<file path="config.mk">
export PLATFORM = sky130hd
export DESIGN_NAME = sap3_sram_arbiter
export DESIGN_NICKNAME = d
export VERILOG_FILES = /design/src/rtl/sap3_sram_arbiter.sv
export SDC_FILE = /design/constraint.sdc
export NUM_CORES = 1
export LEC_CHECK = 0
export BUFFER_PORTS_ARGS = -buffer_cell sky130_fd_sc_hd__buf_2
export CAP_MARGIN = 10
export CORE_ASPECT_RATIO = 0.5
export CORE_UTILIZATION = 30
export DETAILED_ROUTE_END_ITERATION = 12
export PLACE_DENSITY = 0.54
export RECOVER_POWER = 25
export SETUP_SLACK_MARGIN = 0.4
export SLEW_MARGIN = 20
export SYNTH_ARGS = -nofsm -noshare
export SYNTH_HDL_FRONTEND = slang
export SYNTH_SLANG_ARGS = --single-unit
</file>
<file path="constraint.sdc">
create_clock -name clk -period 6.42 [get_ports clk]
set_input_delay 0.963 -clock clk [delete_from_list [all_inputs] [get_ports clk]]
set_output_delay 0.963 -clock clk [all_outputs]
set_load 0.02 [all_outputs]
</file>
<file path="src/rtl/sap3_sram_arbiter.sv">
// Byte-wide arbiter sharing one 1024x32 SRAM macro between the SAP-3 core (CPU) and the host loader (HST).
// CPU has priority, bounded by a host starvation counter; hst_lock gives the host exclusive ownership.
module sap3_sram_arbiter #(
    parameter int ADDR_W       = 12,
    parameter int STARVE_LIMIT = 8
) (
    input  logic              clk,
    input  logic              rst_n,
    input  logic              cpu_req,
    input  logic              cpu_we,
    input  logic [ADDR_W-1:0] cpu_addr,
    input  logic [7:0]        cpu_wdata,
    output logic              cpu_gnt,
    output logic              cpu_rvalid,
    output logic [7:0]        cpu_rdata,
    input  logic              hst_req,
    input  logic              hst_we,
    input  logic [ADDR_W-1:0] hst_addr,
    input  logic [7:0]        hst_wdata,
    output logic              hst_gnt,
    output logic              hst_rvalid,
    output logic [7:0]        hst_rdata,
    input  logic              hst_lock,
    output logic              hst_owned,
    output logic [9:0]        sram_addr,
    output logic [31:0]       sram_bm,
    output logic [31:0]       sram_din,
    output logic              sram_wen,
    output logic              sram_men,
    output logic              sram_ren,
    input  logic [31:0]       sram_dout
);

    typedef enum logic [1:0] {
        ST_SHARED = 2'd0,
        ST_DRAIN  = 2'd1,
        ST_HOST   = 2'd2
    } state_t;

    localparam logic [7:0] STARVE_LIM_C = 8'(STARVE_LIMIT);

    function automatic logic [31:0] lane_mask(input logic [1:0] lane);
        logic [31:0] m;
        case (lane)
            2'd0:    m = 32'h0000_00FF;
            2'd1:    m = 32'h0000_FF00;
            2'd2:    m = 32'h00FF_0000;
            2'd3:    m = 32'hFF00_0000;
            default: m = 32'h0000_00FF;
        endcase
        return m;
    endfunction

    function automatic logic [7:0] lane_byte(input logic [31:0] word, input logic [1:0] lane);
        logic [7:0] b;
        case (lane)
            2'd0:    b = word[7:0];
            2'd1:    b = word[15:8];
            2'd2:    b = word[23:16];
            2'd3:    b = word[31:24];
            default: b = word[7:0];
        endcase
        return b;
    endfunction

    state_t            state_q;
    logic              owned_q;
    logic [7:0]        starve_q, starve_d;
    logic              rd_pend_q, rd_pend_d;
    logic              rd_port_q, rd_port_d;
    logic [1:0]        rd_lane_q, rd_lane_d;
    logic [9:0]        addr_q, addr_d;
    logic [31:0]       bm_q, bm_d;
    logic [31:0]       din_q, din_d;
    logic [7:0]        cpu_rdata_q, hst_rdata_q;

    logic              cpu_win_s, hst_win_s, gnt_s;
    logic              sel_we_s;
    logic [ADDR_W-1:0] sel_addr_s;
    logic [7:0]        sel_wdata_s;
    logic [1:0]        lane_s;
    logic [7:0]        ret_byte_s;

    // Per-cycle winner selection; nothing is granted while reset is asserted or in DRAIN
    always_comb begin
        cpu_win_s = 1'b0;
        hst_win_s = 1'b0;
        if (!rst_n) begin
            cpu_win_s = 1'b0;
            hst_win_s = 1'b0;
        end else begin
            case (state_q)
                ST_SHARED: begin
                    if (hst_req && (starve_q >= STARVE_LIM_C)) begin
                        hst_win_s = 1'b1;
                    end else if (cpu_req) begin
                        cpu_win_s = 1'b1;
                    end else begin
                        hst_win_s = hst_req;
                    end
                end
                ST_HOST:  hst_win_s = hst_req;
                default:  hst_win_s = 1'b0;
            endcase
        end
    end

    // Winner's request fields, macro drive and next-state of the datapath registers
    always_comb begin
        gnt_s       = cpu_win_s | hst_win_s;
        sel_we_s    = hst_win_s ? hst_we    : cpu_we;
        sel_addr_s  = hst_win_s ? hst_addr  : cpu_addr;
        sel_wdata_s = hst_win_s ? hst_wdata : cpu_wdata;
        lane_s      = sel_addr_s[1:0];

        if (gnt_s) begin
            addr_d = 10'(sel_addr_s[ADDR_W-1:2]);
            bm_d   = lane_mask(lane_s);
            din_d  = {4{sel_wdata_s}};
        end else begin
            addr_d = addr_q;
            bm_d   = bm_q;
            din_d  = din_q;
        end

        rd_pend_d = gnt_s & ~sel_we_s;
        rd_port_d = hst_win_s;
        rd_lane_d = lane_s;

        // The counter is frozen while the host owns the macro
        if (state_q == ST_HOST) begin
            starve_d = starve_q;
        end else if (hst_win_s) begin
            starve_d = 8'd0;
        end else if (hst_req && (starve_q != 8'hFF)) begin
            starve_d = starve_q + 8'd1;
        end else begin
            starve_d = starve_q;
        end
    end

    // Read-return steering; rdata falls back to the held byte between rvalid pulses
    always_comb begin
        ret_byte_s = lane_byte(sram_dout, rd_lane_q);
        cpu_rvalid = rst_n & rd_pend_q & ~rd_port_q;
        hst_rvalid = rst_n & rd_pend_q &  rd_port_q;
        cpu_rdata  = cpu_rvalid ? ret_byte_s : cpu_rdata_q;
        hst_rdata  = hst_rvalid ? ret_byte_s : hst_rdata_q;
    end

    assign cpu_gnt   = cpu_win_s;
    assign hst_gnt   = hst_win_s;
    assign hst_owned = owned_q;
    assign sram_addr = addr_d;
    assign sram_bm   = bm_d;
    assign sram_din  = din_d;
    assign sram_men  = gnt_s;
    assign sram_wen  = gnt_s & sel_we_s;
    assign sram_ren  = gnt_s & ~sel_we_s;

    // Ownership FSM; DRAIN issues no grants, so any read in flight completes during it
    always_ff @(posedge clk) begin
        if (!rst_n) begin
            state_q <= ST_SHARED;
            owned_q <= 1'b0;
        end else begin
            case (state_q)
                ST_SHARED: begin
                    if (hst_lock) begin
                        state_q <= ST_DRAIN;
                    end else begin
                        state_q <= ST_SHARED;
                    end
                    owned_q <= 1'b0;
                end
                ST_DRAIN: begin
                    state_q <= ST_HOST;
                    owned_q <= 1'b1;
                end
                ST_HOST: begin
                    if (hst_lock) begin
                        state_q <= ST_HOST;
                        owned_q <= 1'b1;
                    end else begin
                        state_q <= ST_SHARED;
                        owned_q <= 1'b0;
                    end
                end
                default: begin
                    state_q <= ST_SHARED;
                    owned_q <= 1'b0;
                end
            endcase
        end
    end

    // Datapath registers: held macro drive, read-return tag, held read bytes, starvation count
    always_ff @(posedge clk) begin
        if (!rst_n) begin
            starve_q    <= 8'd0;
            rd_pend_q   <= 1'b0;
            rd_port_q   <= 1'b0;
            rd_lane_q   <= 2'd0;
            addr_q      <= 10'd0;
            bm_q        <= 32'd0;
            din_q       <= 32'd0;
            cpu_rdata_q <= 8'd0;
            hst_rdata_q <= 8'd0;
        end else begin
            starve_q    <= starve_d;
            rd_pend_q   <= rd_pend_d;
            rd_port_q   <= rd_port_d;
            rd_lane_q   <= rd_lane_d;
            addr_q      <= addr_d;
            bm_q        <= bm_d;
            din_q       <= din_d;
            cpu_rdata_q <= cpu_rdata;
            hst_rdata_q <= hst_rdata;
        end
    end

endmodule

</file>
; After elaboration in Yosys (flattened, before gate mapping)
; Cells that the tools add are included.
[totals]
in_bits = 79
output_inout_bits = 98
reg_bits = 105
[classes]
n_lt_le_gt_ge = 1
reduce_logical = 7
eq_ne = 9
n_bitwise = 9
addsub = 1
mux = 25
[ops]
columns = cell, count
row1 = $pmux 32 s4, 1
row2 = $mux 32, 2
row3 = $mux 8, 5
row4 = $pmux 8 s4, 1
row5 = $mux 12, 1
row6 = $eq 2x2->1 const B, 5
row7 = $mux 1, 10
row8 = $mux 10, 1
row9 = $add 8x1->8 const B, 1
row10 = $ge 8x4->1 const B, 1
row11 = $ne 8x8->1 const B, 1
row12 = $eq 2x1->1 const B, 3
row13 = $logic_not 2->1, 3
row14 = $pmux 2 s3, 1
row15 = $and 1x1->1, 5
row16 = $pmux 1 s2, 2
row17 = $not 1->1, 3
row18 = $logic_and 1x1->1, 2
row19 = $mux 2, 1
row20 = $reduce_and 2->1, 1
row21 = $reduce_bool 2->1, 1
row22 = $or 1x1->1, 1

; Longest topological paths before layout
; Gate-level depths: netlist of the first run.
[logic_depth]
depth_word = 9
mapped_depth = 10
ltp_nobuf = 7

; Least setup slack after synthesis of the first run
; OpenSTA, ideal clock, no wires.
[synth_path]
kind = input to output
start = in hst_req
end = out sram_bm[10]
setup_slack_ps = 2896
stages = 7
arrival_time_ps = 2561
path_cell_list = o21ai_0 a21bo_2 clkbuf_1 inv_1 a41oi_1 clkbuf_1 nand2_1
[synth_between]
elab_cells_between_ends = 16
cone_classes = eq/ne: 3 / mux: 10 / bitwise: 1 / reduce/logical: 2
[synth_lines]
columns = element, line_no
row1 = from (decl), 16  ; input logic hst_req,
row2 = $mux 1 or $logic_and 1x1->1 (tied branches), "96, 94"
row3 = $mux 1, 94  ; if (hst_req && (starve_q >= STARVE_LIM_C)) begin
row4 = $pmux 1 s2 or $mux 1 (tied branches), 92  ; case (state_q)
row5 = $mux 1, 88  ; if (!rst_n) begin
row6 = $or 1x1->1 (*), 110  ; gnt_s = cpu_win_s | hst_win_s;
row7 = net sram_men, 29  ; output logic sram_men,
row8 = $mux 32 (*), 116  ; if (gnt_s) begin
row9 = to (decl), 26  ; output logic [31:0] sram_bm,
; The timed path passes the listed nets; every way through them passes the cells marked *.

; Final worst setup path of the first run
[layout_path]
start = in rst_n
end = out sram_din[1]
[layout_between]
elab_chain_cells = 3
elab_cells_between_ends = 5
cone_classes = mux: 4 / bitwise: 1
[layout_rtl]
columns = element, line_no
row1 = from (decl), 8  ; input logic rst_n,
row2 = $mux 1, 88
row3 = $mux 8 or $or 1x1->1 (tied branches), "113, 110"
row4 = $mux 32 (*), 116
row5 = to (decl), 27  ; output logic [31:0] sram_din,
; Mark *: on every way between the ends. The rest lies on a longest branch, timed or not.

==> out/qor.csv, run 1 <==
metric,value,unit
yosys_warnings,0,
antenna_left,0,
synth.net_count,673,
grt_pass1_wl,21.9,mm
min_path_cells,2,
cts_inserted_buffers,9,
arrival,4.07,ns
fmax,0.199,GHz
p_leak,3.08,nW
hold_violations,0,
cts_tree,yes,
layout-drive-gt1-share,0.292,
grt_max_degree,54,
ff2ff_setup_slack,3.37,ns
fin_tns_setup,0,ns
path_class,primary input to primary output,
gp_congestion,0.758,
cts_root_buffer,clkbuf_16,
first_global_vias,4610,
async_reset_ff_frac,0,
firstDrtPassIters,4,
post_drt_wl_per_cell,13.8,µm
min_to,bm_q[7]$_SDFF_PN0_,
critPathLaunchType,primary input,
die-width,182,µm
synth-seq-area-share,0.431,
synth_flop_cell,dfxtp_1,
io_pins,177,
die_h,92.2,µm
layout_common_cells,"buf_2, nand2_1, dfxtp_1",
crit_fanout,32,
clk_pin_slew,0.07,ns
cts_hold_buf,0,
rsz0062_at_grt,no,
drv_cap,0,
netlist_area,0.00488,mm²
vias,4696,
antenna_found_initial,1,
finalCritPeriodShare,0.784,
ys_types,43,
fin_crit,5.03,ns
pre_cts_ws,2.19,ns
synth-edff-count,0,
crit_path_end_kind,primary output,
die_area,0.0168,mm²
slew_violations,0,
min_from,bm_q[7]$_SDFF_PN0_,
ir_drop,0.122,mV
worstRegToRegCells,5,
finish.net_count,823,
final_common_cell,buf_2,
r2r-end,bm_q[18]$_SDFF_PN0_,
grt_overflow_total,0,
row_count,32,
crit_required,5.46,ns
drc_errors,0,
status,"complete, no violations",
cts.sinks,105,
clk_path_buf_depth,2,
avgSynthCellArea,8.28,µm²
syn_inst,589,
final_util,0.395,
cts_setup_buffers,0,
port_buffers,176,
vias_per_cell,4.86,
clock_latency,0.34,ns
post-dp-hpwl,9.33,mm
timing.rr.start,starve_q[3]$_SDFFE_PN0P_,
drt_iter0_drc,197,
powerDensity,261,mW/mm²
setup_violations,0,
skew,0.0107,ns
fp.coreArea,0.0157,mm²
min_path_type,register to register,
initial_core_util,0.312,
drt_wl_total,13.3,mm
setup_slack,1.39,ns
worstMarginPinSlew,1.11,ns
postCtsResizedCells,0,
area_growth,26.8,%
slew_headroom,0.258,
synth-seq-cells,105,
track_usage,0.160,
htree_levels,3,
==> critical path: stages <==
cell	delay (ns)
clkbuf_1	0.65
clkbuf_1	0.84
and2_1	0.27
nand3_2	0.53
a31oi_1	0.51
a21oi_1	0.12
buf_2	0.17
==> layout make-up <==
cell class	count	area (µm²)
Fill cell	1686	9470
Multi-Input combinational cell	426	2540
Sequential cell	105	2100
Timing Repair Buffer	183	923
Tap cell	221	277
Clock buffer	12	256
Inverter	14	52.6
Clock inverter	4	35.0
Antenna cell	1	2.50
==> Yosys cell counts, types with 12 or more instances <==
cell / n / area [µm²]
a31oi_1: 33 / 206
o21ai_0: 13 / 65.1
clkbuf_1: 40 / 150
o211ai_1: 12 / 90.1
mux2_2: 16 / 180
nand2_1: 149 / 559
nand3_1: 14 / 70.1
and2_1: 20 / 125
inv_1: 13 / 48.8
a21oi_1: 71 / 355
nor2_1: 15 / 56.3
dfxtp_1: 105 / 2100
==> how the worst max path moves through the flow <==
stage | from | to | slack [ns] | cells past startpoint
floorplan | hst_req | sram_bm[10] | 2.90 | 7
global placement | rst_n | sram_din[1] | 1.84 | 7
detailed placement | cpu_req | sram_din[0] | 2.19 | 6
CTS | starve_q[3]$_SDFFE_PN0P_ | sram_din[0] | 2.12 | 5
global route | rst_n | sram_din[9] | 1.06 | 7
finish | rst_n | sram_din[1] | 1.39 | 7
==> metrics by stage <==
stage,total power [mW],instances,instance area (µm²),hold slack [ns]
3_5_place_dp,1.10,949,5920,0.433
5_1_grt,1.70,966,6180,0.463
6_report,1.61,966,6180,0.444
4_1_cts,1.64,965,6220,0.445
2_1_floorplan,0.971,589,4880,0.423
3_3_place_gp,1.10,949,5920,0.430
==> where the power goes <==
part	internal, mW	switching [mW]	total, mW
Combinational	0.132	0.233	0.365
Sequential	0.694	0.0180	0.712
Clock	0.289	0.246	0.535
==> state kept, by name, summed over array words and instances (netlist names), 2 cells and up <==
signal       count
addr_q          10
rd_lane_q        2
cpu_rdata_q      8
bm_q            32
starve_q         8
state_q          2
din_q           32
hst_rdata_q      8
==> metal layers <==
metal / track usage / vias up / share of wire
met4: 0.0399 / 0 / 0.012
met5: 0 / - / 0
met1: 0.197 / 2184 / 0.48
met3: 0.0326 / 14 / 0.037
met2: 0.285 / 105 / 0.47
li1: - / 2393 / -
==> logic make-up (layout without fill, tap and decap cells) <==
| logic type | after synthesis | count (layout) | share of synthesized area |
|---|---|---|---|
| mux | 25 | 25 | 0.0759 |
| other cells | 0 | 1 | 0 |
| buf+inv | 58 | 213 | 0.0469 |
| fa+ha+maj | 5 | 5 | 0.0128 |
| compound gates | 179 | 179 | 0.240 |
| xor+xnor | 1 | 1 | 0.00180 |
| simple gates | 216 | 216 | 0.191 |
| flops | 105 | 105 | 0.431 |
No activity file was read; power rests on OpenSTA's default activity.
==> run 2: changes to the inputs <==
- PLACE_DENSITY: 0.54 -> 0.56
- clock period: 6.42 -> 4.15 ns (I/O delays scaled with it)
==> run 2 against run 1 <==
Compared with the run above: non-clock buffer count grew 3; critical path depth is the same; sequential share of layout area shrank 0.25 points; worst hold slack lost 0.0016 ns; sequential power grew 54%.
==> out/qor.csv, run 2 (synthesis results as in run 1) <==
metric,value,unit,change
status,"complete, no violations",,
drv_cap,0,,unchanged
crit_buf_inv,3,,unchanged
initial_core_util,0.312,,unchanged
finish.net_count,826,,+0.36%
die-width,182,µm,unchanged
layout_common_cells,"buf_2, nand2_1, dfxtp_1",,
antenna_left,0,,unchanged
track_usage,0.158,,-0.00219
cell_internal_pwr,1.71,mW,+53%
fill_cells,1645,,-2.4%
gp_congestion,0.739,,-2.6%
crit_path_end_kind,primary output,,
fmax,0.274,GHz,
slew_headroom,0.320,,+0.0616
firstDrtPassIters,4,,unchanged
cts_hold_buf,0,,unchanged
grt_overflow_total,0,,unchanged
place_area,0.00593,mm²,+0.17%
clk_path_buf_depth,2,,unchanged
hold_violations,0,,unchanged
cts_root_buffer,clkbuf_16,,
cts.sinks,105,,unchanged
port_buffers,176,,unchanged
finalCritPeriodShare,0.880,,
crit_chain,clkbuf_1 -> and2_1 -> nand3_1 -> buf_4 -> a31oi_1 -> a21oi_1 -> buf_2,,
p_sw_frac,0.317,,+0.00873
powerDensity,401,mW/mm²,+54%
fin_crit,3.65,ns,
cts_inserted_buffers,9,,unchanged
critPathLaunchType,primary input,,
die_area,0.0168,mm²,unchanged
postCtsResizedCells,0,,unchanged
final_common_cell,buf_2,,
row_count,32,,unchanged
p_comb_frac,0.228,,+0.002
drt_wl_total,13.0,mm,-2.8%
arrival,3.03,ns,-1.04 ns
layout-drive-gt1-share,0.297,,+0.00552
antenna_found_initial,1,,unchanged
crit_required,3.53,ns,-1.93 ns
clock_latency,0.35,ns,about the same
crit_family,buffers and inverters,,
rsz0062_at_grt,yes,,
multi_input_area,0.00255,mm²,+0.69%
die_h,92.2,µm,unchanged
p_switching,793,µW,+59%
skew,0.00582,ns,-0.00485 ns
worstMarginPinSlew,1.02,ns,-0.0952 ns
min_path_type,register to register,,
fin_hold_ws,0.442,ns,-0.00160 ns
slew_violations,0,,unchanged
vias_per_cell,4.83,,-0.55%
post_drt_wl_per_cell,13.4,µm,-3.0%
fp.coreArea,0.0157,mm²,unchanged
path_class,primary input to primary output,,
grt_max_degree,54,,unchanged
seqCellArea,0.00210,mm²,unchanged
area_growth,27.8,%,
setup_slack,0.497,ns,-0.893 ns
grt_pass1_wl,21.3,mm,-2.9%
ir_drop,0.194,mV,+59%
share_seq_of_total_power,0.440,,-0.002
cpPeakStageDelay,0.73,ns,-0.11 ns
crit_fanout,32,,unchanged
post-dp-hpwl,9.14,mm,-2.0%
p_leak,3.11,nW,+0.92%
clk_pin_slew,0.07,ns,about the same
fin_tns_setup,0,ns,unchanged
first_global_vias,4287,,-7.0%
cts_tree,yes,,
slowest_stage,clkbuf_1,,
top_regs,"bm_q: 32 flops, din_q: 32 flops, addr_q: 10 flops",,
pre_cts_ws,0.858,ns,-1.33 ns
cts_setup_buffers,0,,unchanged
drc_errors,0,,unchanged
htree_levels,3,,unchanged
io_pins,177,,unchanged
vias,4680,,-0.34%
fin_area,0.00623,mm²,+0.75%
p_clk_frac,0.332,,about the same
setup_violations,0,,unchanged
drt_iter0_drc,205,,+4.1%
antennaDiodeCount,0,,-1
-- run 2: cell types whose count changed in the layout (fill, tap and decap cells not counted), moves of 2 or more --
cell        delta
buf_4          +3
clkbuf_8       -2
clkinv_4       +3
clkinvlp_4     -2
inv_8          +2
-- run 2: layer usage --
layer | up-vias | track usage | part of all wire
met5 | - | 0 | 0.00077
met4 | 2 | 0.0364 | 0.0099
met3 | 14 | 0.0377 | 0.038
met2 | 82 | 0.269 | 0.48
met1 | 2184 | 0.201 | 0.47
li1 | 2398 | - | -
-- run 2: power groups by stage --
stage | Clock, mW | Sequential, mW | Combinational, mW
floorplan | 0 | 1.11 | 0.388
global placement | 0 | 1.12 | 0.571
detailed placement | 0 | 1.13 | 0.574
CTS | 0.866 | 1.10 | 0.576
global route | 0.906 | 1.11 | 0.629
finish | 0.829 | 1.10 | 0.570
-- run 2: path summary, 6_finish.rpt --
kind	start	to	slack [ns]	cells past startpoint
worst min-delay path	bm_q[2]$_SDFF_PN0_	bm_q[2]$_SDFF_PN0_	0.44	2
worst max-delay path	rst_n	sram_din[2]	0.50	7
worst max register to register	state_q[0]$_SDFF_PN0_	starve_q[7]$_SDFFE_PN0P_	1.60	7
worst min register to register	bm_q[2]$_SDFF_PN0_	bm_q[2]$_SDFF_PN0_	0.44	2
-- run 2: area by class of cell --
| type | count | area share |
|---|---|---|
| clock buffers | 9 | 0.0361 |
| clock inverters | 7 | 0.0110 |
| inverters | 14 | 0.00843 |
| multi-input cells | 426 | 0.410 |
| flip-flops and latches | 105 | 0.337 |
| well taps | 221 | 0.0444 |
| repair buffers | 186 | 0.153 |
-- run 2: stage by stage --
step / power (mW) / cells / utilization
detailed placement: 1.70 / 952 / 0.379
finish: 2.50 / 968 / 0.398
CTS: 2.54 / 968 / 0.398
global route: 2.64 / 968 / 0.398
floorplan: 1.50 / 589 / -
global placement: 1.69 / 952 / 0.379
-- run 2: worst register-to-register path: stages, from the launching register on --
cell	delay (ns)
dfxtp_1	0.32
inv_1	0.11
ha_1	0.35
and2_1	0.62
o41ai_1	0.17
clkbuf_1	0.26
or4_1	0.52
a21oi_1	0.14
==> run 3: changes to the inputs <==
- PLACE_DENSITY: 0.56 -> 0.51
==> run 3 against run 2 <==
Compared with the run above: die area stayed put; count of clock-buffer cells in the layout is 1 higher; utilization hardly changed; wire length increased by 5.5%; setup slack got worse by 0.081 ns; register-to-register slack got worse by 0.48 ns; sequential share of layout area hardly changed; first-iteration DRC count is 21% lower; global-route usage increased by 0.57 points; combinational power about the same; clock skew is 0.0018 ns higher; clock power about the same; largest cell class unchanged; highest routed layer is now met4.
==> out/qor.csv, run 3 (synthesis results as in run 1) <==
metric,value,unit,change
status,"complete, no violations",,
p_comb_frac,0.229,,about the same
cts_hold_buf,0,,unchanged
crit_required,3.53,ns,about the same
placed_cells,951,,-0.11%
die_h,92.2,µm,unchanged
setup_violations,0,,unchanged
clk_pin_slew,0.07,ns,about the same
multi_input_area,0.00256,mm²,+0.29%
p_leak,3.10,nW,-0.29%
p_switching,788,µW,-0.56%
post_drt_wl_per_cell,14.2,µm,+5.6%
drt_iter0_drc,161,,-21%
grt_max_degree,54,,unchanged
htree_levels,3,,unchanged
die-width,182,µm,unchanged
clk_path_buf_depth,2,,unchanged
grt_overflow_total,0,,unchanged
p_sw_frac,0.315,,-0.00200
critPathLaunchType,primary input,,
vias,4773,,+2.0%
slew_violations,0,,unchanged
cell_internal_pwr,1.71,mW,+0.36%
ir_drop,0.190,mV,-2.1%
clock_latency,0.34,ns,about the same
gp_congestion,0.727,,-1.6%
top_regs,"bm_q: 32 flops, din_q: 32 flops, addr_q: 10 flops",,
first_global_vias,4467,,+4.2%
skew,0.00758,ns,+0.00176 ns
rsz0062_at_grt,yes,,
powerDensity,402,mW/mm²,+0.17%
grt_pass1_wl,22.1,mm,+4.0%
antenna_found_initial,0,,-1
fin_tns_setup,0,ns,unchanged
postCtsResizedCells,0,,unchanged
post-dp-hpwl,9.47,mm,+3.6%
port_buffers,176,,unchanged
finalCritPeriodShare,0.900,,+0.0195
drt_wl_total,13.7,mm,+5.5%
drv_cap,0,,unchanged
vias_per_cell,4.94,,+2.1%
row_count,32,,unchanged
layout-drive-gt1-share,0.300,,+0.00308
layout_common_cells,"buf_2, nand2_1, dfxtp_1",,
cts_tree,yes,,
cts_setup_buffers,0,,unchanged
share_seq_of_total_power,0.440,,about the same
cts_root_buffer,clkbuf_16,,
hold_violations,0,,unchanged
fp.coreArea,0.0157,mm²,unchanged
seqCellArea,0.00210,mm²,unchanged
cts.sinks,105,,unchanged
p_clk_frac,0.331,,about the same
initial_core_util,0.312,,unchanged
fmax,0.268,GHz,-2.2%
antennaDiodeCount,0,,unchanged
cts_inserted_buffers,9,,unchanged
path_class,primary input to primary output,,
slew_headroom,0.318,,-0.00133
area_growth,27.6,%,
fill_cells,1666,,+1.3%
final_common_cell,buf_2,,
min_path_type,register to register,,
antenna_left,0,,unchanged
crit_path_end_kind,primary output,,
worstMarginPinSlew,1.02,ns,+0.00199 ns
io_pins,177,,unchanged
crit_fanout,13,,-59%
track_usage,0.164,,+0.00566
arrival,3.11,ns,+0.08 ns
fin_crit,3.73,ns,+0.0807 ns
finish.net_count,825,,-0.12%
firstDrtPassIters,4,,unchanged
die_area,0.0168,mm²,unchanged
fin_cells,967,,-0.10%
drc_errors,0,,unchanged
[run 3: cell types whose count changed in the layout (fill, tap and decap cells not counted), sizes merged]
| cell | change |
|---|---|
| clkinv | -2 |
| clkinvlp | +1 |
[run 3: final cells by class]
type                       instances  share of cell area
sequential                       105               0.338
inverter                          14             0.00844
timing repair buffer             185               0.152
clock inverter                     6             0.00764
multi-input combinational        426               0.411
tap                              221              0.0444
clock buffer                      10              0.0384
[run 3: power groups by stage]
stage,registers [mW],logic [mW],clock network [mW]
global route,1.11,0.627,0.905
CTS,1.10,0.577,0.860
detailed placement,1.13,0.575,0
finish,1.10,0.572,0.828
global placement,1.12,0.571,0
floorplan,1.11,0.388,0
[run 3: final timing paths]
check                             end  slack (ns)                   from  cells past startpoint
max reg2reg  starve_q[4]$_SDFFE_PN0P_        1.12  state_q[0]$_SDFF_PN0_                      7
min reg2reg       bm_q[30]$_SDFF_PN0_        0.44    bm_q[30]$_SDFF_PN0_                      2
min               bm_q[30]$_SDFF_PN0_        0.44    bm_q[30]$_SDFF_PN0_                      2
max                      sram_addr[2]        0.42                  rst_n                      7
[run 3: stage by stage]
| step | instance area [µm²] | util | worst slack [ns] | hold slack (ns) | power, mW |
|---|---|---|---|---|---|
| final | 6220 | 0.398 | 0.416 | 0.442 | 2.50 |
| after detailed placement | 5930 | 0.379 | 0.834 | 0.434 | 1.70 |
| after floorplan | 4880 | - | 1.09 | 0.423 | 1.50 |
| after global placement | 5930 | 0.379 | 0.894 | 0.430 | 1.69 |
| after global routing | 6220 | 0.398 | 0.257 | 0.462 | 2.64 |
| after CTS | 6220 | 0.397 | 0.447 | 0.446 | 2.54 |
[run 3: routing by layer]
layer  global-route usage  vias to the layer above  part of all wire
li1                     -                     2393                 -
met1                0.215                     2256              0.48
met2                0.269                      109              0.46
met3               0.0405                       15             0.050
met4               0.0385                        0             0.011
met5                    0                        -                 0
[run 3: critical path, stage by stage]
cell and delay (ns):
clkbuf_1 0.48, and2_0 0.87, clkbuf_1 0.41, nand2_1 0.12, o211ai_1 0.28, o21a_1 0.16, buf_2 0.15
